==> src/rtl/reg_arb_pkg.sv <==
// rtl/reg_arb_pkg.sv - shared types and round-robin search for register write arbiters
package reg_arb_pkg;

  typedef enum logic [1:0] {
    IDLE  = 2'd0,
    GRANT = 2'd1,
    WRITE = 2'd2,
    DONE  = 2'd3
  } arb_state_t;

  localparam int N_DEF = 4;
  localparam int W_DEF = 4;
  localparam int N_MAX = 8;
  localparam int IW    = 3;

  typedef struct packed {
    logic          valid;
    logic [IW-1:0] idx;
  } rr_pick_t;

  // First set bit of req at or above ptr, wrapping modulo n (n <= N_MAX).
  function automatic rr_pick_t rr_pick(input logic [N_MAX-1:0] req,
                                       input logic [IW-1:0]    ptr,
                                       input int               n);
    rr_pick_t r;
    int       idx;
    r = '0;
    for (int k = 0; k < N_MAX; k++) begin
      idx = int'(ptr) + k;
      if (idx >= n) idx = idx - n;
      if (k < n && !r.valid && req[idx[IW-1:0]]) begin
        r.valid = 1'b1;
        r.idx   = idx[IW-1:0];
      end
    end
    return r;
  endfunction

endpackage

==> src/rtl/rr_priority_picker.sv <==
// rtl/rr_priority_picker.sv - combinational round-robin request picker
module rr_priority_picker
  import reg_arb_pkg::*;
#(
  parameter int N  = N_DEF,
  parameter int PW = $clog2(N)
) (
  input  logic [N-1:0]  req,
  input  logic [PW-1:0] ptr,
  output logic          valid,
  output logic [PW-1:0] idx
);

  logic [N_MAX-1:0] req_ext;
  rr_pick_t         pick;

  always_comb begin
    req_ext        = '0;
    req_ext[N-1:0] = req;
    pick           = rr_pick(req_ext, IW'(ptr), N);
    valid          = pick.valid && ({1'b0, pick.idx} < 4'(N));
    idx            = PW'(pick.idx);
  end

endmodule

==> src/rtl/reg_write_arbiter.sv <==
// rtl/reg_write_arbiter.sv - round-robin req/ack arbiter owning the shared register write port
module reg_write_arbiter
  import reg_arb_pkg::*;
#(
  parameter int N = N_DEF,
  parameter int W = W_DEF,
  localparam int PW = $clog2(N)
) (
  input  logic           wa_clk,
  input  logic           wa_rst,
  input  logic [N-1:0]   wa_req,
  input  logic [N*W-1:0] wa_data,
  output logic [N-1:0]   wa_gnt,
  output logic [N-1:0]   wa_ack,
  output logic           wa_enb,
  output logic [W-1:0]   wa_wdata,
  output logic           wa_busy,
  output logic [PW-1:0]  wa_owner
);

  arb_state_t    state, state_nxt;
  logic [PW-1:0] ptr, ptr_nxt;
  logic [PW-1:0] owner_nxt;
  logic [W-1:0]  wdata_nxt;
  logic [N-1:0]  gnt_nxt, ack_nxt;
  logic          enb_nxt;
  logic          pick_valid;
  logic [PW-1:0] pick_idx;
  logic          owner_req;
  logic [N-1:0]  owner_onehot;

  rr_priority_picker #(.N(N), .PW(PW)) u_picker (
    .req   (wa_req),
    .ptr   (ptr),
    .valid (pick_valid),
    .idx   (pick_idx)
  );

  assign owner_req    = wa_req[wa_owner];
  assign owner_onehot = N'(1) << wa_owner;

  always_ff @(posedge wa_clk or posedge wa_rst) begin
    if (wa_rst) begin
      state    <= IDLE;
      ptr      <= '0;
      wa_owner <= '0;
      wa_wdata <= '0;
      wa_gnt   <= '0;
      wa_ack   <= '0;
      wa_enb   <= 1'b0;
      wa_busy  <= 1'b0;
    end else begin
      state    <= state_nxt;
      ptr      <= ptr_nxt;
      wa_owner <= owner_nxt;
      wa_wdata <= wdata_nxt;
      wa_gnt   <= gnt_nxt;
      wa_ack   <= ack_nxt;
      wa_enb   <= enb_nxt;
      wa_busy  <= (state_nxt != IDLE);
    end
  end

  // Outputs are computed one state ahead so every port comes straight from a flop.
  always_comb begin
    state_nxt = state;
    ptr_nxt   = ptr;
    owner_nxt = wa_owner;
    wdata_nxt = wa_wdata;
    gnt_nxt   = wa_gnt;
    ack_nxt   = wa_ack;
    enb_nxt   = 1'b0;
    case (state)
      IDLE: begin
        gnt_nxt = '0;
        ack_nxt = '0;
        if (pick_valid) begin
          state_nxt = GRANT;
          owner_nxt = pick_idx;
          wdata_nxt = wa_data[int'(pick_idx)*W +: W];
          gnt_nxt   = N'(1) << pick_idx;
        end
      end
      GRANT: begin
        if (owner_req) begin
          state_nxt = WRITE;
          enb_nxt   = 1'b1;
        end else begin
          state_nxt = IDLE;
          gnt_nxt   = '0;
        end
      end
      WRITE: begin
        state_nxt = DONE;
        ack_nxt   = owner_onehot;
      end
      DONE: begin
        if (!owner_req) begin
          state_nxt = IDLE;
          gnt_nxt   = '0;
          ack_nxt   = '0;
          ptr_nxt   = (wa_owner == PW'(N-1)) ? '0 : wa_owner + 1'b1;
        end
      end
      default: state_nxt = IDLE;
    endcase
  end

endmodule
==> config.mk <==
export PLATFORM = sky130hd
export DESIGN_NAME = reg_write_arbiter
export DESIGN_NICKNAME = d
export VERILOG_FILES = /design/src/rtl/reg_arb_pkg.sv /design/src/rtl/rr_priority_picker.sv /design/src/rtl/reg_write_arbiter.sv
export SDC_FILE = /design/constraint.sdc
export NUM_CORES = 1
export LEC_CHECK = 0
export BUFFER_PORTS_ARGS = -buffer_cell sky130_fd_sc_hd__buf_4
export CAP_MARGIN = 40
export CORE_UTILIZATION = 40
export CTS_CLUSTER_DIAMETER = 80
export DETAILED_ROUTE_END_ITERATION = 8
export PLACE_DENSITY_LB_ADDON = 0.12
export SYNTH_ARGS = -nofsm -noshare
export SYNTH_HDL_FRONTEND = slang
export SYNTH_HIERARCHICAL = 1
export SYNTH_SLANG_ARGS = --single-unit
export TNS_END_PERCENT = 5
==> constraint.sdc <==
create_clock -name wa_clk -period 6.9 [get_ports wa_clk]
set_input_delay 0 -clock wa_clk [delete_from_list [all_inputs] [get_ports wa_clk]]
set_output_delay 0 -clock wa_clk [all_outputs]
set_load 0.005 [all_outputs]
# [Yosys cells after proc, flatten, opt, wreduce, memory -nomap -nowiden]
# Cells that the tools add are included.
[word_totals] regBits=20 latch_bits=0 ramBits=0 rom_bits=0 inputBits=22 output_inout_bits=16 wordCells=81 memories=0
[classes] n_addsub=8 multipliers=0 div=0 magnitude_cmp=10 n_eq_ne=6 shift=3 n_mux=29 bitwise=1 n_reduce_logical=16
[op_table] operator="32-bit by 4-bit >= comparator with 1-bit output, second input constant" n=3
[op_table] operator="4-bit two-way mux" n=6
[op_table] operator="3-bit by 4-bit less-than comparator with 1-bit output, second input constant" n=4
[op_table] operator="16-bit by 5-bit variable part select with 4-bit output" n=1
[op_table] operator="1-bit binary-select mux with 3-bit select" n=4
[op_table] operator="3-bit two-way mux" n=4
[op_table] operator="4-bit one-hot mux with 3 select lines" n=1
[op_table] operator="3-bit subtractor, second input constant" n=3
[op_table] operator="2-bit two-way mux" n=4
[op_table] operator="2-bit one-hot mux with 4 select lines" n=1
[op_table] operator="4-bit one-hot mux with 2 select lines" n=1
[op_table] operator="2-bit AND reduction" n=4
[op_table] operator="1-bit by 2-bit left shift with 4-bit output, first input constant" n=2
[op_table] operator="1-bit two-way mux" n=7
[op_table] operator="2-bit by 2-bit adder with 3-bit output, second input constant" n=2
[op_table] operator="2-bit == test, second input constant" n=3
[op_table] operator="1-bit logical AND" n=4
[op_table] operator="2-bit inequality test, second input constant" n=2
[op_table] operator="2-bit nonzero test" n=2
[op_table] operator="2-bit by 1-bit adder with 3-bit output, second input constant" n=1
[op_table] operator="2-bit by 3-bit >= comparator with 1-bit output, second input constant" n=1
[op_table] operator="1-bit logical NOT" n=3
[op_table] operator="2-bit by 3-bit less-than comparator with 1-bit output, second input constant" n=1
[op_table] operator="3-bit less-than comparator, second input constant" n=1
[op_table] operator="other kinds (8)" n=8

# [Depth between registers and ports, before layout]
[depth] depth_word=19 ltp_mapped=13

# [By module]
# The synthesis kept the hierarchy.
[modules_own_cells] mod="reg_write_arbiter" instances=1 cells_per_inst=93 area_per_inst_um2=1062.3 seq_area_each_um2=500.5
[modules_own_cells] mod="rr_priority_picker" instances=1 cells_per_inst=43 area_per_inst_um2=379.1 seq_area_each_um2=0.0

# [Worst setup path after synthesis]
# No wires, ideal clock.
[synth_timing] path_type="flip-flop to flip-flop" from="register ptr[0]" to="register wa_wdata[0]" setup_time_ns=0.125 arrival_time_ns=2.848 t_required_ns=6.775 setup_slack_ns=3.927 path_stages_with_launch=13 n_path_buf=4 cell_sequence="dfrtp_1 buf_6 buf_4 inv_1 ha_1 buf_2 mux4_2 nor2b_2 o21ai_1 o21ai_2 buf_2 mux4_2 mux2_2"
[synth_via] elab_chain_len=17 elab_cells_between_ends=37 classes_between="7 x add/sub; 5 x order compare; 1 x shift; 16 x mux; 8 x reduce/logical"
[synth_rtl] element="start: declaration" line="reg_write_arbiter.sv:22" source="logic [PW-1:0] ptr, ptr_nxt;"
[synth_rtl] element="start signal: assignment" line="reg_write_arbiter.sv:54" source="ptr <= ptr_nxt;"
[synth_rtl] element="parallel branches: the longest is 13 deep, another holds 32-bit by 4-bit >= comparator with 1-bit output"
[synth_rtl] element="4-bit two-way mux (*)" line="reg_arb_pkg.sv:31" source="if (k < n && !r.valid && req[idx[IW-1:0]]) begin"
[synth_rtl] element="via pick_idx[0]" line="reg_write_arbiter.sv:28" source="logic [PW-1:0] pick_idx;"
[synth_rtl] element="3-bit less-than comparator" line="rr_priority_picker.sv:21" source="valid = pick.valid && ({1'b0, pick.idx} < 4'(N));"
[synth_rtl] element="1-bit logical AND" line="rr_priority_picker.sv:21"
[synth_rtl] element="2-bit AND reduction (no source line)"
[synth_rtl] element="end signal: assignment" line="reg_write_arbiter.sv:56" source="wa_wdata <= wdata_nxt;"
[synth_rtl] element="end: declaration" line="reg_write_arbiter.sv:16" source="output logic [W-1:0] wa_wdata,"
# Mark *: on every way through the listed nets, which the timed path passes. The select of a mux whose other input is x is not followed.
# A chain may end at the register's enable or synchronous reset.

# [Final worst setup path]
[layout_timing] from="register ptr[0]" to="register wa_wdata[0]"
[layout_via] elab_chain_len=17 elab_cells_between_ends=37 classes_between="7 x add/sub; 5 x order compare; 1 x shift; 16 x mux; 8 x reduce/logical"
[layout_rtl] element="parallel branches: the longest is 13 deep, another holds 32-bit by 4-bit >= comparator with 1-bit output"
[layout_rtl] element="4-bit two-way mux (*)" line="reg_arb_pkg.sv:31"
[layout_rtl] element="3-bit less-than comparator" line="rr_priority_picker.sv:21"
[layout_rtl] element="1-bit logical AND (*)" line="rr_priority_picker.sv:21"
[layout_rtl] element="via pick_valid" line="reg_write_arbiter.sv:27" source="logic pick_valid;"
[layout_rtl] element="2-bit AND reduction (no source line) (*)"
# Marked as above.

==> metrics.txt <==
Num CTS Buffers 3; Worst slew margin 48.5%; fin area 0.00178 mm^2; peak supply drop ~0.00021 V; Port Buffer Count 37; crit path kind flip-flop to flip-flop; critical path startpoint category flip-flop; Syn Nets 167; Top FF cell, synth dfrtp_1; Setup WS pre-CTS 3510 ps; Async S/R FF share, synth 100%; CTS tree built; leading area contributor after synthesis dfrtp_1; Core Util, Final a little over half; fin cells 214; placed cell count 209; vias in the first global route 1,030; min Tclk post-route 3370 ps; Top Usage Layer GRT met2; Hold Buf Count CTS 1; row cnt 21; Arr. time, crit path roughly 3600 ps; top cells by count, synth 20 x dfrtp_1, 18 x nand2_1, 9 x ha_1, 9 x mux4_2; register area about 500 um^2; post-placement cell area 0.00172 mm^2; antenna violations before repair 0; Clock Skew about 16 ps; Post-CTS Resized 0; area of the multi-input gates 863 um^2; unrepaired setup endpoints after global routing false; Max Buffers Root-to-Sink 2; Synth warnings 6; Synth top area share about a third; NumNets Final 200; H-tree lvl count 1; Leak 0.808 nW; hold crit path type input port to flip-flop; GRT Total Usage 17.0%; Root Buffer clkbuf_4; CTS clk-pin slew, worst paths ~100 ps; Boundary Pins 38; die extent in x 62.0 um; sequential share of the synthesized area 34.7%; Routed WL 3020 um; GR met2 Demand/Resource about 28%; top cells by area, synth dfrtp_1 35%, mux4_2 14%, ha_1 7.8%, mux2_2 6.3%, nand2_1 4.7%; initial DRC count 27; Hold Fails Final Rpt 0; fillcell total between 300 and 400; Pre-Repair DR Iteration Count 4; vias 1,125; Post-Syn Area 0.00144 mm^2; postcts setup bufs 0; WL/cell 14.1 um; Area Growth Syn to Fin 23.8%; Max Slew Vio Count 0; number of max-cap violations 0; met3 usage in global routing 4.55%; Final Setup Violations 0; die height 62.0 um; Slew @ Worst Pin 768 ps; status completed; DR vias/cell 5.26; syn avg cell area 10.6 um^2; antenna-violating nets left 0; Power Dens Cells 462 mW/mm^2; Worst setup EP type flip-flop; clock insertion delay at the later pin of the skew report 310 ps; Mapped Cells between 100 and 150; # DRC 0; period utilisation layout around 49%; largest net degree at the start of global routing 24; Initial Utilization between 40% and 50%; area of the core approximately 0.0034 mm^2; global route overflow 0; Total Power 824 uW; crit path max fanout 18; number of library cell types mapped by synthesis 39; met1 usage in global routing between 20% and 30%; Sink Count 20; share of layout cells above drive strength 1 38.1%; hold_ws about 150 ps; #FFs+latches synth 20; Setup TNS 0 ps; GPL Wtd Cong 0.736; fmax 297 MHz; most frequent cell after synthesis dfrtp_1; die area 0.00385 mm^2; global-route wire length before repair 4730 um; Antenna Cells 0; Final WS setup between 3000 and 4000 ps; Post-synth EDFFs 0; data required time at the worst endpoint 7090 ps; dpl hpwl 2210 um
## cells by family after synthesis
family                     synth area share, %
and+or+nand+nor                           13.3
AOI/OAI and AO/OA                         13.9
muxes                                     24.9
DFF                                       34.7
buffers and inverters                     5.38
adders and majority gates                 7.81
## worst paths after layout
kind	startpoint	to	slack, ps	cells after the start
hold reg to reg	wa_gnt[3]	wa_gnt[3]	530	1
hold / removal	wa_data[3]	wa_wdata[3]	150	3
setup / recovery	ptr[0]	wa_wdata[0]	3530	7
min in group asynchronous	wa_rst	state[1]	370	3
setup reg to reg	ptr[0]	wa_wdata[0]	3530	7
max in group asynchronous	wa_rst	wa_owner[0]	6040	3
## state kept, by name, summed over array words and instances (netlist names)
signal	flops
wa_busy	1
wa_wdata	4
wa_gnt	4
state	2
wa_owner	2
ptr	2
wa_ack	4
wa_enb	1
## placed cells by master, fill, tap and decap left out, types with 2 or more instances in the layout
cell and n:
o21ai_0 4, mux2i_1 4, nor3_1 2, a21oi_1 5
a22oi_1 2, dfrtp_1 20, nand2_1 18, o22ai_1 8
nand3_1 2, a21o_1 2, mux4_2 9, nor2_1 6
buf_4 37, ha_1 9, inv_1 6, clkbuf_4 3
o21ai_1 2, o21ai_2 2, mux2_2 8
## report_power, final
group / internal, mW / leakage (nW) / switching, mW
registers: 0.169 / 0.250 / 0.0976
clock network: 0.0587 / 0.0279 / 0.0370
logic: 0.259 / 0.530 / 0.203
## per-layer routing
metal	up-vias	share of wire, %
li1	562	-
met1	524	44
met2	37	51
met3	2	5.1
met4	0	0.43
met5	-	0
## worst max-delay path, stage by stage, from the launching register on
cell     delay, ps
dfrtp_1        790
inv_1          150
ha_1           470
mux4_2         400
and3b_1        190
o21ai_1        330
nor3b_2        540
mux2_2         400
## area by class of cell
cell class / instances / area share (%)
repair buffers: 38 / 16.1
multi-input cells: 100 / 48.4
clock inverters: 1 / 1.68
clock buffers: 3 / 1.26
flip-flops and latches: 20 / 28.1
inverters: 6 / 1.26
well taps: 46 / 3.23
(Power assumes the default switching activity.)
